File: config.mk
export PLATFORM = sky130hd
export DESIGN_NAME = fsk_demod
export DESIGN_NICKNAME = d
export VERILOG_FILES = /design/src/rtl/fsk_demod_pkg.sv /design/src/rtl/fsk_demod_tone_lut.sv /design/src/rtl/fsk_demod.sv
export SDC_FILE = /design/constraint.sdc
export NUM_CORES = 2
export LEC_CHECK = 0
export CORE_MARGIN = 2
export CORE_UTILIZATION = 57
export CTS_CLUSTER_SIZE = 25
export DETAILED_ROUTE_END_ITERATION = 8
export MAX_ROUTING_LAYER = met4
export PLACE_DENSITY = 0.71
export SYNTH_ARGS = -nofsm -noshare
export SYNTH_HDL_FRONTEND = slang
export SYNTH_SLANG_ARGS = --single-unit
File: constraint.sdc
create_clock -name clk -period 12 [get_ports clk]
set_clock_uncertainty 0.15 [all_clocks]
set_input_delay 3.6 -clock clk [delete_from_list [all_inputs] [get_ports clk]]
set_output_delay 3.6 -clock clk [all_outputs]
set_load 0.01 [all_outputs]
File: src/rtl/fsk_demod_pkg.sv
// Shared constants and types for the FSK demodulator. The tone table uses the
// same values as the modulator: cos[n] scaled to 13-bit two's complement.
package fsk_demod_pkg;

    localparam int PHASE_RES = 3;                 // log2(samples per symbol)
    localparam int SIN_SIZE  = 13;                // sample / LUT width
    localparam int PROD_W    = 2 * SIN_SIZE;      // full-precision product width

    typedef logic [PHASE_RES-1:0]       phase_t;
    typedef logic signed [SIN_SIZE-1:0] samp_t;
    typedef logic signed [PROD_W-1:0]   prod_t;

    // The four stage-1 products of one sample against the reference tone.
    typedef struct packed {
        prod_t ic;   // I * cos
        prod_t qs;   // Q * sin
        prod_t qc;   // Q * cos
        prod_t is;   // I * sin
    } prod4_t;

    // cos(n * pi/4) * 4095, rounded as in the modulator table.
    function automatic samp_t cos_lut(input phase_t ph);
        samp_t v;
        case (ph)
            3'd0:    v =  13'sd4095;
            3'd1:    v =  13'sd2896;
            3'd2:    v =  13'sd0;
            3'd3:    v = -13'sd2896;
            3'd4:    v = -13'sd4095;
            3'd5:    v = -13'sd2896;
            3'd6:    v =  13'sd0;
            default: v =  13'sd2896;
        endcase
        return v;
    endfunction

endpackage

File: src/rtl/fsk_demod_tone_lut.sv
// Reference tone lookup: cos and sin of phase * pi/4, combinational.
// sin is the cos table shifted by a quarter turn (two phase steps).
module tone_lut
    import fsk_demod_pkg::*;
(
    input  logic [PHASE_RES-1:0] phase_i,
    output logic [SIN_SIZE-1:0]  cos_o,
    output logic [SIN_SIZE-1:0]  sin_o
);

    // Phase arithmetic wraps naturally in PHASE_RES bits.
    assign cos_o = cos_lut(phase_i);
    assign sin_o = cos_lut(phase_i - phase_t'(2));

endmodule

File: src/rtl/fsk_demod.sv
// Non-coherent FSK bit detector: correlates each 8-sample symbol with the
// +tone and -tone references and decides on the larger |Re|+|Im| magnitude.
// Pipeline: stage 1 products, stage 2 accumulate, stage 3 decide.
module fsk_demod
    import fsk_demod_pkg::*;
#(
    parameter int ACC_W = 32
) (
    input  logic                clk,
    input  logic                rst,
    input  logic                in_valid,
    input  logic [SIN_SIZE-1:0] i_in,
    input  logic [SIN_SIZE-1:0] q_in,
    input  logic                sym_start,
    output logic                bit_valid,
    output logic                bit_out
);

    localparam int EXT = ACC_W - PROD_W;

    // Sample index counter
    phase_t n_q, n_d, idx;

    // Stage 1
    logic   s1_vld_q, s1_first_q, s1_last_q;
    prod4_t s1_prod_q, prod_d;

    // Stage 2
    logic signed [ACC_W-1:0] re1_q, im1_q, re0_q, im0_q;
    logic signed [ACC_W-1:0] re1_d, im1_d, re0_d, im0_d;
    logic signed [ACC_W-1:0] x_ic, x_qs, x_qc, x_is;
    logic                    s2_done_q;

    // Stage 3
    logic [ACC_W-1:0] a_re1, a_im1, a_re0, a_im0;
    logic [ACC_W:0]   m1, m0;
    logic             bv_q, bit_q;

    // Tone reference, driven by the effective index of the incoming sample
    logic signed [SIN_SIZE-1:0] cos_w, sin_w;

    // sym_start forces the current sample to index 0
    always_comb begin
        idx = sym_start ? phase_t'(0) : n_q;
        n_d = n_q;
        if (in_valid) n_d = idx + phase_t'(1);
    end

    tone_lut u_lut (
        .phase_i (idx),
        .cos_o   (cos_w),
        .sin_o   (sin_w)
    );

    // Sample index register; holds across in_valid gaps
    always_ff @(posedge clk) begin
        if (rst) n_q <= '0;
        else     n_q <= n_d;
    end

    // Stage 1 multiplier inputs
    always_comb begin
        prod_d.ic = $signed(i_in) * cos_w;
        prod_d.qs = $signed(q_in) * sin_w;
        prod_d.qc = $signed(q_in) * cos_w;
        prod_d.is = $signed(i_in) * sin_w;
    end

    // Stage 1: register products with their first/last flags
    always_ff @(posedge clk) begin
        if (rst) begin
            s1_vld_q   <= 1'b0;
            s1_first_q <= 1'b0;
            s1_last_q  <= 1'b0;
            s1_prod_q  <= '0;
        end else begin
            s1_vld_q <= in_valid;
            if (in_valid) begin
                s1_first_q <= (idx == phase_t'(0));
                s1_last_q  <= (idx == phase_t'(7));
                s1_prod_q  <= prod_d;
            end
        end
    end

    assign x_ic = {{EXT{s1_prod_q.ic[PROD_W-1]}}, s1_prod_q.ic};
    assign x_qs = {{EXT{s1_prod_q.qs[PROD_W-1]}}, s1_prod_q.qs};
    assign x_qc = {{EXT{s1_prod_q.qc[PROD_W-1]}}, s1_prod_q.qc};
    assign x_is = {{EXT{s1_prod_q.is[PROD_W-1]}}, s1_prod_q.is};

    // Stage 2 next-state: a first-flagged product restarts the sums
    always_comb begin
        re1_d = re1_q;
        im1_d = im1_q;
        re0_d = re0_q;
        im0_d = im0_q;
        if (s1_vld_q) begin
            re1_d = (s1_first_q ? '0 : re1_q) + x_ic + x_qs;
            im1_d = (s1_first_q ? '0 : im1_q) + x_qc - x_is;
            re0_d = (s1_first_q ? '0 : re0_q) + x_ic - x_qs;
            im0_d = (s1_first_q ? '0 : im0_q) + x_qc + x_is;
        end
    end

    // Stage 2: accumulators and symbol-complete flag
    always_ff @(posedge clk) begin
        if (rst) begin
            re1_q     <= '0;
            im1_q     <= '0;
            re0_q     <= '0;
            im0_q     <= '0;
            s2_done_q <= 1'b0;
        end else begin
            re1_q     <= re1_d;
            im1_q     <= im1_d;
            re0_q     <= re0_d;
            im0_q     <= im0_d;
            s2_done_q <= s1_vld_q & s1_last_q;
        end
    end

    // Stage 3 magnitudes; the decision is registered on the same edge that may
    // reload the accumulators for the next symbol, so it sees the completed sums
    always_comb begin
        a_re1 = re1_q[ACC_W-1] ? -re1_q : re1_q;
        a_im1 = im1_q[ACC_W-1] ? -im1_q : im1_q;
        a_re0 = re0_q[ACC_W-1] ? -re0_q : re0_q;
        a_im0 = im0_q[ACC_W-1] ? -im0_q : im0_q;
        m1    = {1'b0, a_re1} + {1'b0, a_im1};
        m0    = {1'b0, a_re0} + {1'b0, a_im0};
    end

    // Stage 3: hard decision, ties resolve to 0
    always_ff @(posedge clk) begin
        if (rst) begin
            bv_q  <= 1'b0;
            bit_q <= 1'b0;
        end else begin
            bv_q <= s2_done_q;
            if (s2_done_q) bit_q <= (m1 > m0);
        end
    end

    // Suppress the pulse in the cycle rst is raised so no bit escapes after it
    assign bit_valid = bv_q & ~rst;
    assign bit_out   = bit_q;

endmodule
# Word level (Yosys, flattened, before mapping)
# Cells that the tools add are included.
[totals]
wordCells = 67
reg_bits = 241
out_inout_bits = 2
in_bits = 30
[op_classes]
addsub = 16
order_cmp = 1
mux = 11
multipliers = 4
n_eq_ne = 11
n_reduce_logical = 6
bitwise = 3
[ops]
columns = ["cell", "count"]
rows = [
  ["$mux W32", 8],
  ["$add A32 B32 Y32", 6],
  ["$neg A32 Y32", 4],
  ["$mul A13 B13 Y26", 4],
  ["$pmux W13 S4", 2],
  ["$add A32 B32 Y33", 2],
  ["$sub A32 B32 Y32", 2],
  ["$gt A33 B33 Y1", 1],
  ["$eq A3 B3 Y1 const B", 7],
  ["$eq A3 B2 Y1 const B", 4],
  ["$reduce_or A2 Y1", 4],
  ["$logic_not A3 Y1", 2],
  ["$add A3 B1 Y3 const B", 1],
  ["$mux W3", 1],
  ["$sub A3 B2 Y3 const B", 1],
  ["$and A1 B1 Y1", 2],
  ["$not A1 Y1", 1],
]

# Longest topological paths before layout
[logic_depth]
ltp_word = 6
mapped_depth = 33
ltp_nobuf = 31

# Modules after synthesis
# A second synthesis with hierarchy kept.
[hier_totals]
cells_unflattened = 5793
hier_area_um2 = 49597.6
[modules_own_cells]
columns = ["mod", "instances", "area_per_inst_um2", "seq_area_each_um2", "cells_each"]
rows = [
  ["fsk_demod", 1, 49351.1, 4824.6, 5758],
  ["tone_lut", 1, 246.5, 0.0, 35],
]

# Worst setup path before layout
# No wires, ideal clock.
[synth_path]
path_kind = "input to register"
from = "in sym_start"
to = "reg s1_prod_q[19] (netlist bit)"
path_buffers = 5
arrival_time_ns = 11.047
slack_ns = 0.697
setup_ns = 0.106
path_stages = 32
required_time_ns = 11.744
cell_sequence = "buf_2 -> nor2b_1 -> clkbuf_1 -> ha_1 -> or3b_1 -> clkbuf_1 -> a32oi_1 -> o22ai_1 -> nor2_1 -> clkbuf_1 -> clkbuf_1 -> nand2_1 -> inv_1 -> fa_1 -> inv_1 -> fa_1 -> fa_1 -> inv_1 -> fa_1 -> fa_1 -> inv_1 -> fa_1 -> inv_1 -> ha_1 -> nand3_1 -> o311ai_1 -> a21o_1 -> a21oi_1 -> o21bai_1 -> a21oi_1 -> or4b_2 -> o311ai_0"
[synth_via]
elab_chain_len = 6
word_cells_on_any_way = 12
cone_classes = "1 x add/sub; 1 x mul; 5 x eq/ne; 2 x mux; 3 x reduce/logical"
[synth_rtl]
columns = ["item", "line_no", "source"]
rows = [
  ["from (decl)", "fsk_demod.sv:14", "input logic sym_start,"],
  ["$mux W3 *", "fsk_demod.sv:44", "idx = sym_start ? phase_t'(0) : n_q;"],
  ["$sub A3 B2 Y3 *", "fsk_demod_tone_lut.sv:13", "assign sin_o = cos_lut(phase_i - phase_t'(2));"],
  ["$eq A3 B2 Y1 or $eq A3 B3 Y1 (tied branches)", "fsk_demod_pkg.sv:24", "case (ph)"],
  ["$reduce_or A2 Y1 (no line)", "-", ""],
  ["$pmux W13 S4 *", "fsk_demod_pkg.sv:24", ""],
  ["$mul A13 B13 Y26 *", "fsk_demod.sv:66", "prod_d.is = $signed(i_in) * sin_w;"],
  ["to (signal assigned)", "fsk_demod.sv:81", "s1_prod_q <= prod_d;"],
  ["to (decl)", "fsk_demod.sv:26", "prod4_t s1_prod_q, prod_d;"],
]
# Mark *: on every way between the ends. The rest lies on a longest branch, timed or not.
# A chain may end at the register's enable or synchronous reset.

# Final worst setup path
[layout_path]
from = "in sym_start"
to = "reg s1_prod_q[77] (netlist bit)"
[layout_via]
elab_chain_len = 6
word_cells_on_any_way = 12
cone_classes = "1 x add/sub; 1 x mul; 5 x eq/ne; 2 x mux; 3 x reduce/logical"
[layout_rtl]
columns = ["item", "line_no", "source"]
rows = [
  ["$mux W3 *", "fsk_demod.sv:44", ""],
  ["$sub A3 B2 Y3 *", "fsk_demod_tone_lut.sv:13", ""],
  ["$eq A3 B2 Y1 or $eq A3 B3 Y1 (tied branches)", "fsk_demod_pkg.sv:24", ""],
  ["$reduce_or A2 Y1 (no line)", "-", ""],
  ["$pmux W13 S4 *", "fsk_demod_pkg.sv:24", ""],
  ["$mul A13 B13 Y26 *", "fsk_demod.sv:64", "prod_d.qs = $signed(q_in) * sin_w;"],
]
# Marked as above.

==> impl_metrics.yaml <==
synthesis:
  synth_fp_nets: 6656
  ys_warn_count: 0
  synth-async-reset-ratio: 0
  synth_cell_type_count: 86
  ys.flop_type: "dfxtp_1"
  ys_ff_latch: 241
  avgSynthCellArea_um2: 8.79
  synth-edff-count: 0
  syn_inst: 5397
  synth-seq-area-share: 0.102
  netlist_area_mm2: 0.0474
placed_design:
  dp_slack_ps: 7.76
  hpwl_um: 108000
  io_buffers: 31
  place_congestion: 0.971
timing:
  setup_ws_ps: 561
  fmax_mhz: 87.4
  setup_viol: 0
  finalHoldViolations: 0
  tns_ps: 0
  fin_crit_ps: 11440
  slew_violations: 0
  finalCritPeriodShare: 0.953
  rsz0062_at_grt: "false"
  worst_pin_slew_ps: 1120
  max_slew_margin: 0.245
finish:
  drive_gt1_frac: 0.0381
  fillCellCount: 7154
  syn2layout_area_growth_pct: 5.93
  antenna_cells: 0
  final_common_cell: "inv_1"
  num-nets-final: 6620
  layout_common_cells: "883 x inv_1, 706 x fa_1, 523 x ha_1"
critical_path:
  critPathLaunch: "sym_start"
  slowest_stage: "fa_1"
  r2r_setup_slack_ps: 3650
  r2r-start: "n_q[0]"
  r2r_cells: 29
  r2r-end: "s1_prod_q[77]"
  cp.arrival_ps: 11720
  worstSetupStartpointType: "primary input"
  critPathMaxFanout: 20
  critical_path.endpoint: "s1_prod_q[77]"
  cp_common_cell: "fa_1"
  end_kind: "register"
  worstPathRequired_ps: 12280
  crit_type: "in -> reg"
  worst_path_largest_cell_delay_ps: 550
clocking:
  clk_latency_ps: 550
  cts.htree.levels: 2
  cts_tree: "done"
  cts_buffer_depth: 3
  cts_resized: 0
  clk_pin_slew_ps: 60
  numCtsBuffers: 34
  cts_sinks: 241
  cts-root-buf: "clkbuf_16"
global_routing:
  gr-total-overflow: 0
  grt_pass1_vias: 37400
  grt_usage: 0.315
  grt_first_pass_wirelength_um: 206000
  grt_start_max_net_pins: 77
  antenna_found_initial: 0
routing:
  via_count: 37300
  ant_nets: 0
  drc: 0
  vias_per_cell: 5.77
  totalWireLength_um: 129000
  first_pass_iters: 6
  drtIter0Drc: 2285
  wl_per_cell_um: 19.9
floorplanning:
  die-area_mm2: 0.0856
  coreArea_mm2: 0.0822
  num_io_pins: 32
  row_count: 105
  die_x_um: 293
  die_h_um: 293
  start_util: 0.577
worst_hold_path:
  holdCritPathClass: "reg -> reg"
status:
  status: "finished clean"
job:
  cap_violations: 0
[flip-flops by register name, summed over array words and instances (netlist names), 3 cells and up]
name,count
s1_prod_q,104
im0_q,32
im1_q,32
re0_q,32
re1_q,32
n_q,3
[layout make-up]
type	instances	area, um2	area share
Clock inverter	20	274	0.00545
Multi-Input combinational cell	4087	38600	0.768
Inverter	884	3320	0.0660
Tap cell	1070	1340	0.0266
Sequential cell	241	4830	0.0961
Clock buffer	42	932	0.0185
Timing Repair Buffer	113	943	0.0188
[cell usage after synthesis, types with 108 or more instances]
cell type  instances  share of area
a21o_1           110          0.017
a21oi_1          235          0.025
and2_1           108          0.014
clkbuf_1         155          0.012
dfxtp_1          241           0.10
fa_1             706           0.30
ha_1             523           0.14
inv_1            884          0.070
mux2i_1          144          0.030
nand2_1          329          0.026
nand2b_1         121          0.016
nor2_1           428          0.034
o21ai_0          150          0.016
xnor2_1          323          0.060
xor2_1           109          0.020
[metrics by stage]
| stage | hold slack [ps] | std cells | cell area (um2) | utilization |
|---|---|---|---|---|
| after floorplan | 292 | 5397 | 47400 | - |
| after global placement | 304 | 6391 | 49000 | 0.596 |
| after detailed placement | 328 | 6391 | 49000 | 0.596 |
| after CTS | 324 | 6453 | 50200 | 0.611 |
| after global routing | 345 | 6457 | 50300 | 0.611 |
| final | 337 | 6457 | 50300 | 0.611 |
[kinds of logic after synthesis]
logic type      after synthesis  synth area share
simple gates               1383             0.142
xor+xnor                    432            0.0797
flops                       241             0.102
mux                         146            0.0309
fa+ha+maj                  1237             0.438
compound gates              889             0.124
buf+inv                    1069            0.0847
[per-layer routing]
metal	up-vias	routed length, um	share of wire	global-route usage
met5	-	0	0	-
met4	0	5490	0.043	0.116
met3	207	7960	0.062	0.0297
met2	1134	59400	0.46	0.500
met1	18300	56000	0.43	0.422
li1	17600	-	-	-
[how the worst min path moves through the flow]
| stage | cells past startpoint | endpoint | slack, ps | from |
|---|---|---|---|---|
| floorplan | 2 | s1_last_q | 290 | s1_last_q |
| global placement | 2 | s1_last_q | 300 | s1_last_q |
| detailed placement | 2 | s1_last_q | 330 | s1_last_q |
| CTS | 1 | s2_done_q | 320 | s1_last_q |
| global route | 1 | s2_done_q | 340 | s1_last_q |
| finish | 1 | s2_done_q | 340 | s1_last_q |
[critical path, delay by kind of cell]
family	cells	cell delay, ps
buffers and inverters	7	1140
adders and majority gates	8	3440
and+or+nand+nor	5	1440
AOI/OAI and AO/OA	10	2110
[what timing repair did]
| item | in CTS | in global routing |
|---|---|---|
| buffers inserted | 0 | 4 |
| endpoints found under the setup margin | 0 | 1 |
| hold buffers | 0 | 0 |
Power is not shown: default switching activity piles up to over one toggle a cycle in this logic, so the estimate is an artifact.
